[src/rtl/uart_rx.sv]
// ----------------------------------------------------------------------------
// uart_rx -- 8N1 serial UART receiver (8 data bits LSB first, 1 start, 1 stop,
// no parity).
//
// The asynchronous serial line passes through a two-flop synchroniser before
// any decision is made. The start bit is confirmed at its mid-point. Each data
// bit is then sampled one bit period later, which is its centre. The stop bit
// is checked the same way.
//
// Parameters:
//   CLKS_PER_BIT   clock cycles per bit (f_clk / baud), legal range 4..65535
//
// Ports:
//   clk             in   system clock, rising edge
//   rst_n           in   asynchronous active-low reset
//   i_rx_serial     in   asynchronous serial line, idles high
//   o_rx_dv         out  one-cycle pulse: o_rx_byte holds a new good byte
//   o_rx_byte       out  last good byte, held between pulses
//   o_rx_active     out  high while a frame is being received
//   o_rx_frame_err  out  one-cycle pulse: stop bit sampled low
// ----------------------------------------------------------------------------
module uart_rx #(
    parameter int CLKS_PER_BIT = 87
) (
    input  logic       clk,
    input  logic       rst_n,
    input  logic       i_rx_serial,
    output logic       o_rx_dv,
    output logic [7:0] o_rx_byte,
    output logic       o_rx_active,
    output logic       o_rx_frame_err
);

    localparam logic [2:0] S_IDLE      = 3'd0;
    localparam logic [2:0] S_START_BIT = 3'd1;
    localparam logic [2:0] S_DATA_BITS = 3'd2;
    localparam logic [2:0] S_STOP_BIT  = 3'd3;
    localparam logic [2:0] S_CLEANUP   = 3'd4;

    // Half a bit period, used to reach the middle of the start bit.
    localparam logic [15:0] H_CNT    = 16'((CLKS_PER_BIT - 1) / 2);
    // Last count of a full bit period.
    localparam logic [15:0] LAST_CNT = 16'(CLKS_PER_BIT - 1);

    logic        r_rx_sync1;
    logic        r_rx_sync2;
    logic        w_rx_s;
    logic [2:0]  r_state;
    logic [15:0] r_clk_cnt;
    logic [2:0]  r_bit_idx;
    logic [7:0]  r_shift;
    logic        r_rx_dv;
    logic [7:0]  r_rx_byte;
    logic        r_rx_active;
    logic        r_rx_frame_err;

    assign w_rx_s = r_rx_sync2;

    // Two-flop synchroniser. It resets to the idle (high) line level, so a
    // reset never looks like a start edge.
    always_ff @(posedge clk or negedge rst_n) begin
        if (!rst_n) begin
            r_rx_sync1 <= 1'b1;
            r_rx_sync2 <= 1'b1;
        end else begin
            r_rx_sync1 <= i_rx_serial;
            r_rx_sync2 <= r_rx_sync1;
        end
    end

    // Receive state machine, bit timing and registered outputs.
    always_ff @(posedge clk or negedge rst_n) begin
        if (!rst_n) begin
            r_state        <= S_IDLE;
            r_clk_cnt      <= 16'd0;
            r_bit_idx      <= 3'd0;
            r_shift        <= 8'h00;
            r_rx_dv        <= 1'b0;
            r_rx_byte      <= 8'h00;
            r_rx_active    <= 1'b0;
            r_rx_frame_err <= 1'b0;
        end else begin
            // The two status outputs are single-cycle pulses. Only the
            // stop-bit decision below raises them.
            r_rx_dv        <= 1'b0;
            r_rx_frame_err <= 1'b0;
            case (r_state)
                S_IDLE: begin
                    r_clk_cnt <= 16'd0;
                    r_bit_idx <= 3'd0;
                    if (!w_rx_s) begin
                        r_state     <= S_START_BIT;
                        r_rx_active <= 1'b1;
                    end else begin
                        r_state <= S_IDLE;
                    end
                end
                S_START_BIT: begin
                    if (r_clk_cnt < H_CNT) begin
                        r_clk_cnt <= r_clk_cnt + 16'd1;
                    end else if (!w_rx_s) begin
                        r_clk_cnt <= 16'd0;
                        r_state   <= S_DATA_BITS;
                    end else begin
                        // The line went high again before mid-bit, so this
                        // was a glitch. Drop it silently.
                        r_clk_cnt   <= 16'd0;
                        r_rx_active <= 1'b0;
                        r_state     <= S_IDLE;
                    end
                end
                S_DATA_BITS: begin
                    if (r_clk_cnt < LAST_CNT) begin
                        r_clk_cnt <= r_clk_cnt + 16'd1;
                    end else begin
                        r_clk_cnt          <= 16'd0;
                        r_shift[r_bit_idx] <= w_rx_s;
                        if (r_bit_idx < 3'd7) begin
                            r_bit_idx <= r_bit_idx + 3'd1;
                        end else begin
                            r_bit_idx <= 3'd0;
                            r_state   <= S_STOP_BIT;
                        end
                    end
                end
                S_STOP_BIT: begin
                    if (r_clk_cnt < LAST_CNT) begin
                        r_clk_cnt <= r_clk_cnt + 16'd1;
                    end else begin
                        if (w_rx_s) begin
                            r_rx_byte <= r_shift;
                            r_rx_dv   <= 1'b1;
                        end else begin
                            r_rx_frame_err <= 1'b1;
                        end
                        r_rx_active <= 1'b0;
                        r_clk_cnt   <= 16'd0;
                        r_state     <= S_CLEANUP;
                    end
                end
                S_CLEANUP: begin
                    // Wait for the line to return high. A held-low line
                    // (break or bad stop bit) cannot start a new frame.
                    if (w_rx_s) begin
                        r_state <= S_IDLE;
                    end else begin
                        r_state <= S_CLEANUP;
                    end
                end
                default: begin
                    r_state     <= S_IDLE;
                    r_clk_cnt   <= 16'd0;
                    r_bit_idx   <= 3'd0;
                    r_rx_active <= 1'b0;
                end
            endcase
        end
    end

    assign o_rx_dv        = r_rx_dv;
    assign o_rx_byte      = r_rx_byte;
    assign o_rx_active    = r_rx_active;
    assign o_rx_frame_err = r_rx_frame_err;

endmodule
[config.mk]
export PLATFORM = sky130hd
export DESIGN_NAME = uart_rx
export DESIGN_NICKNAME = d
export VERILOG_FILES = /design/src/rtl/uart_rx.sv
export SDC_FILE = /design/constraint.sdc
export NUM_CORES = 1
export LEC_CHECK = 0
export CORE_ASPECT_RATIO = 1.75
export CORE_MARGIN = 1.5
export CORE_UTILIZATION = 45
export DETAILED_ROUTE_END_ITERATION = 8
export MAX_ROUTING_LAYER = met4
export PLACE_DENSITY = 0.73
export SLEW_MARGIN = 20
export SYNTH_ARGS = -nofsm -noshare
export SYNTH_HDL_FRONTEND = slang
export SYNTH_SLANG_ARGS = --single-unit
[constraint.sdc]
create_clock -name clk -period 2.4 [get_ports clk]
set_input_delay 0.48 -clock clk [delete_from_list [all_inputs] [get_ports clk]]
set_output_delay 0.48 -clock clk [all_outputs]
set_load 0.005 [all_outputs]
==> results of run 1 <==
## final cells by class
| cell class | count | area, um2 |
|---|---|---|
| Clock inverter | 1 | 5.00 |
| Fill cell | 348 | 1930 |
| Multi-Input combinational cell | 117 | 852 |
| Clock buffer | 6 | 82.6 |
| Timing Repair Buffer | 16 | 148 |
| Inverter | 9 | 33.8 |
| Sequential cell | 43 | 1080 |
| Tap cell | 49 | 61.3 |
## cell families after synthesis
family          synth area share (%)
xor+xnor                       0.878
flops                           54.1
compound gates                  13.1
mux                             9.60
fa+ha+maj                       1.25
buf+inv                         3.20
simple gates                    17.9
## synth_stat cells
cell and n:
dfrtp_1 41, mux2_1 17, nor2_1 16, a21oi_1 10, nand2_1 10, clkbuf_1 8
inv_1 8, and2_1 6, a31oi_1 5, nand3_1 5, nor3_1 5, nor4_1 4
nor4b_2 4, o21ai_1 4, o21ai_0 3, a21o_1 2, a22o_1 2, dfstp_2 2
ha_1 2, nand4_1 2, a211oi_1 1, a221oi_1 1, a41oi_1 1, and3_1 1
and4_1 1, inv_2 1, nand2b_1 1, nand4_4 1, nor3b_1 1, nor4b_1 1
o211ai_1 1, o211ai_2 1, o221ai_1 1, o22ai_1 1, o32ai_1 1, o32ai_2 1
o41ai_4 1, or2_2 1, or3b_2 1, xnor2_1 1, xor2_1 1
## layer usage
metal / vias to the layer above / wire length [um] / GRT usage [%]
li1: 668 / - / -
met3: 10 / 104 / 4.61
met2: 32 / 1990 / 28.4
met5: - / 0 / -
met4: 0 / 108 / 10.0
met1: 690 / 1450 / 21.2
## worst max-delay path, stage by stage (launching register included)
cell and delay (ps):
dfrtp_1 400, nor4_1 370, nand3_1 260, or2_2 420
nand4_4 200, mux2_1 350
## worst max-delay path by stage
stage | startpoint | end | slack [ps] | cells past startpoint
floorplan | r_clk_cnt[5]$_DFFE_PN0N_ | r_shift[2]$_DFFE_PN0P_ | 470 | 5
global route | r_clk_cnt[6]$_DFFE_PN0N_ | r_shift[3]$_DFFE_PN0P_ | 160 | 5
global placement | r_clk_cnt[8]$_DFFE_PN0N_ | o_rx_byte[7]$_DFFE_PN0P_ | 360 | 5
CTS | r_clk_cnt[8]$_DFFE_PN0N_ | o_rx_byte[3]$_DFFE_PN0P_ | 290 | 5
finish | r_clk_cnt[8]$_DFFE_PN0N_ | o_rx_byte[3]$_DFFE_PN0P_ | 270 | 5
detailed placement | r_clk_cnt[8]$_DFFE_PN0N_ | o_rx_byte[4]$_DFFE_PN0P_ | 310 | 5
## registers in the layout, indices dropped and copies added (netlist names)
register,count
r_clk_cnt,16
o_rx_byte,8
r_shift,8
r_bit_idx,3
r_state,3
o_rx_active,1
o_rx_dv,1
o_rx_frame_err,1
r_rx_sync1,1
r_rx_sync2,1
## power by group through the flow
stage / Combinational (mW) / Sequential [mW] / Clock [mW]
after floorplan: 0.0773 / 0.765 / 0
after global placement: 0.0998 / 0.781 / 0
after detailed placement: 0.103 / 0.782 / 0
after CTS: 0.103 / 0.768 / 0.465
after global routing: 0.117 / 0.771 / 0.501
final: 0.102 / 0.768 / 0.446
## stage by stage
stage | total power [mW] | worst slack [ps] | area (um2)
2_1_floorplan | 0.842 | 465 | 1990
3_3_place_gp | 0.881 | 356 | 2170
3_5_place_dp | 0.885 | 312 | 2170
4_1_cts | 1.34 | 287 | 2260
5_1_grt | 1.39 | 158 | 2260
6_report | 1.32 | 274 | 2260
==> results.yml, run 1 <==
run_status:
  outcome: "complete, no violations"
synth:
  avgSynthCellArea_um2: 11.3
  synth_area_leaders: "dfrtp_1 (51%), mux2_1 (9.6%), nor2_1 (3.0%)"
  syn-num-nets: 182
  syn_inst: 177
  synth_top_area_share_pct: 51.4
  synth_top_area_cell: "dfrtp_1"
  ys_seq_area_share_pct: 54.1
  ys_seq_elements: 43
  synth_area_um2: 1990
  yosysWarnings: 0
  synth.distinct_cells: 41
final_layout:
  layout.nets: 197
  instances_no_fill: 241
  final_util_pct: 54.0
  area_delta_synth_final_pct: 13.4
  antenna_cells: 0
  layout_commonest_cell: "dfrtp_1"
  layout_common_cells: "dfrtp_1 (41), mux2_1 (17), nor2_1 (16)"
  drive_gt1_share_pct: 12.5
pwr:
  comb_power_share_pct: 7.7
  swShare_pct: 23.4
  power_leakage_nw: 1.02
  peakVddDrop_mv: 0.458
  power.internal_mw: 1.01
  p_per_area_nw_per_um2: 582
  power_frac_clock_pct: 33.9
  p_seq_share_pct: 58.4
  power_switching_uw: 308
sta:
  setup_viol: 0
  max-slew-margin-rel_pct: 51.3
  fin_tns_setup_ps: 0
  fmax_mhz: 470
  worst_pin_slew_ps: 723
  fin_crit_sh_pct: 88.6
  hold_viol: 0
  report.final.slew_viol_count: 0
  skew_ps: 7.22
  rsz0062_at_grt: "false"
  worst_hold_slack_ps: 105
  fin_crit_ps: 2130
floorplanning:
  die_w_um: 53.3
  io_pins: 14
  die-area_um2: 4860
  rows: 31
  die_y_um: 91.1
  start_util_pct: 47.6
  coreArea_um2: 4190
detailed_routing:
  avgRoutedWirePerCell_um: 15.2
  drt-total-wl_mm: 3.65
  vias: 1400
  drc: 0
  drt_iter0_markers: 43
  viasPerCell: 5.81
  postRouteAntennaNets: 0
  dr.pass1.iters: 4
worst_setup_path:
  worstReg2RegStart: "r_clk_cnt[8]$_DFFE_PN0N_"
  path_max_fanout: 9
  cp.arrival_ps: 2300
  reg2reg_depth: 5
  regToRegSetupSlack_ps: 270
  cp-end-kind: "register"
  worstSetupPathType: "register to register"
  reg2reg_to: "o_rx_byte[3]$_DFFE_PN0P_"
  required_ps: 2570
  start_kind: "register"
place:
  placed_cells: 234
  dp_hpwl_mm: 2.69
  gp_congestion: 0.925
  io_buffers: 13
cts:
  cts_buffers: 5
  cts_tree: "yes"
  htree_levels: 2
  cts_hold_buf: 0
  clk_pin_slew_ps: 70
  cts_setup_buffers: 0
  clock_sinks: 43
  clk_latency_ps: 290
  cts_resized: 0
  cts_root_buf: "clkbuf_8"
  clock_path_buffers: 2
grt:
  grtUsageTotal_pct: 18.4
  grt_pass1_vias: 1408
  grt_max_degree: 27
  grt_antenna_before_repair: 0
  grt.overflow.total: 0
  grt_pass1_wl_mm: 6.37
flow_run:
  drv_cap: 0
min_path:
  min-delay-path-class: "primary input to async pin"
(Power assumes the default switching activity.)
==> run 2: changes to the inputs <==
--- a/config.mk
+++ b/config.mk
@@ -9,6 +9,7 @@
 export CORE_MARGIN = 1.5
 export CORE_UTILIZATION = 45
 export DETAILED_ROUTE_END_ITERATION = 8
+export GPL_TIMING_DRIVEN = 0
 export MAX_ROUTING_LAYER = met4
 export PLACE_DENSITY = 0.73
 export SLEW_MARGIN = 20
==> constraint.sdc (replaced) <==
create_clock -name clk -period 2.4 [get_ports clk]
set_input_delay 0.72 -clock clk [delete_from_list [all_inputs] [get_ports clk]]
set_output_delay 0.72 -clock clk [all_outputs]
set_load 0.005 [all_outputs]
==> results.yml, run 2 (synthesized netlist as in run 1, its figures left out) <==
worst_setup_path:
  path_max_fanout: 8
  required_ps: 2590
  startpoint: "r_clk_cnt[5]$_DFFE_PN0N_"
  slowest_delay_ps: 550
  path_delay_family: "compound AO/OA/AOI/OAI gates"
  cp-end-kind: "register"
  cp.arrival_ps: 2380
  worstReg2RegStart: "r_clk_cnt[5]$_DFFE_PN0N_"
  start_kind: "register"
  worstPathCellList: "clkbuf_1 > o41ai_4 > o211ai_2 > nor4b_2 > mux2_1"
  cp_slowest_cell: "o41ai_4"
  worstSetupPathType: "register to register"
  path_buf_inv: 1
detailed_routing:
  drt-total-wl_mm: 3.81
  wl_met3_um: 133
  postRouteAntennaNets: 0
  drc: 0
  viasPerCell: 5.69
  vias: 1411
  avgRoutedWirePerCell_um: 15.4
  dr.pass1.iters: 4
  route.met2.wl_mm: 2.08
  top_layer_used: "met4"
  drt-met1-wl_mm: 1.51
  drt_iter0_markers: 42
floorplanning:
  start_util_pct: 47.6
  rows: 31
  die_w_um: 53.3
  coreArea_um2: 4190
  die_y_um: 91.1
  die-area_um2: 4860
  io_pins: 14
cts:
  cts_tree: "yes"
  clk_latency_ps: 310
  cts_root_buf: "clkbuf_8"
  cts_buffers: 5
  clock_path_buffers: 2
  cts_hold_buf: 0
  clk_pin_slew_ps: 80
  clock_sinks: 43
  htree_levels: 2
pwr:
  peakVddDrop_mv: 0.418
  power_switching_uw: 345
  p_seq_share_pct: 54.2
  comb_power_share_pct: 8.9
  p_per_area_nw_per_um2: 603
  power_frac_clock_pct: 36.9
  power.internal_mw: 1.05
  power_leakage_nw: 1.03
  swShare_pct: 24.8
sta:
  hold_viol: 0
  report.final.slew_viol_count: 0
  rsz0062_at_grt: "false"
  fin_crit_ps: 2190
  worst_pin_slew_ps: 842
  max-slew-margin-rel_pct: 43.7
  fin_crit_sh_pct: 91.2
  worst_hold_slack_ps: 353
  skew_ps: 5.35
  setup_viol: 0
  fmax_mhz: 457
final_layout:
  antenna_cells: 0
  layout_common_cells: "dfrtp_1 (41), mux2_1 (17), nor2_1 (16)"
  largest_reg_flops: 16
  area_delta_synth_final_pct: 15.9
  layout.nets: 203
  fin_area_um2: 2310
  regMostFlops: "r_clk_cnt"
  layout_commonest_cell: "dfrtp_1"
  drive_gt1_share_pct: 12.1
grt:
  grt.overflow.total: 0
  grtUsageTotal_pct: 17.9
  grt_pass1_wl_mm: 6.27
  grt_antenna_before_repair: 0
  grt_max_degree: 26
  grt_pass1_vias: 1402
min_path:
  min-delay-path-class: "primary input to async pin"
run_status:
  outcome: "complete, no violations"
place:
  gp_congestion: 0.808
  io_buffers: 13
  post_dp_cell_area_um2: 2200
  dp_hpwl_mm: 2.79
flow_run:
  drv_cap: 0
==> run 2: power groups by stage <==
| stage | Clock [mW] | Sequential [mW] | Combinational (mW) |
|---|---|---|---|
| 2_1_floorplan | 0 | 0.765 | 0.0773 |
| 3_3_place_gp | 0 | 0.769 | 0.118 |
| 3_5_place_dp | 0 | 0.768 | 0.124 |
| 4_1_cts | 0.523 | 0.754 | 0.124 |
| 5_1_grt | 0.546 | 0.756 | 0.138 |
| 6_report | 0.514 | 0.754 | 0.124 |
==> run 2: worst paths after layout <==
kind                                                  to  slack, ps  depth (start not counted)
worst min-delay path            o_rx_byte[5]$_DFFE_PN0P_        350                          1
min in group clk                    r_rx_sync2$_DFF_PN1_        370                          0
worst max-delay path              r_shift[2]$_DFFE_PN0P_        210                          5
worst min register to register      r_rx_sync2$_DFF_PN1_        370                          0
worst max register to register    r_shift[2]$_DFFE_PN0P_        210                          5
max in group asynchronous           r_rx_sync2$_DFF_PN1_       1480                          2
==> run 2: routing by layer <==
| layer | track usage, % | up-vias |
|---|---|---|
| li1 | - | 680 |
| met1 | 18.4 | 688 |
| met2 | 31.2 | 32 |
| met3 | 3.13 | 11 |
| met4 | 8.55 | 0 |
| met5 | - | - |
==> run 2: layout make-up <==
type,instances,area [um2]
Buffer,8,30.0
Clock buffer,7,96.3
Clock inverter,1,7.51
Fill cell,370,1880
Inverter,9,33.8
Multi-Input combinational cell,117,858
Sequential cell,43,1080
Tap cell,49,61.3
Timing Repair Buffer,14,145
==> run 2: timing repair <==
action	CTS	global route
endpoints found under the setup margin	0	1
resized for setup	0	1
buffers inserted	0	0
==> run 2: worst reg2reg max path, cell delays in order, from the launching register on <==
cell and delay, ps:
dfrtp_1 360, clkbuf_1 210, o41ai_4 550, o211ai_2 280
nor4b_2 340, mux2_1 340
==> run 2: stage by stage <==
step | setup slack [ps] | utilization [%] | setup TNS (ps) | instances | total power [mW]
after detailed placement | 167 | 52.5 | 0 | 240 | 0.892
after floorplan | 465 | - | 0 | 177 | 0.842
after CTS | 153 | 55.0 | 0 | 248 | 1.40
after global routing | 10.7 | 55.2 | 0 | 248 | 1.44
final | 211 | 55.2 | 0 | 248 | 1.39
after global placement | -506 | 52.2 | -20780 | 239 | 0.886
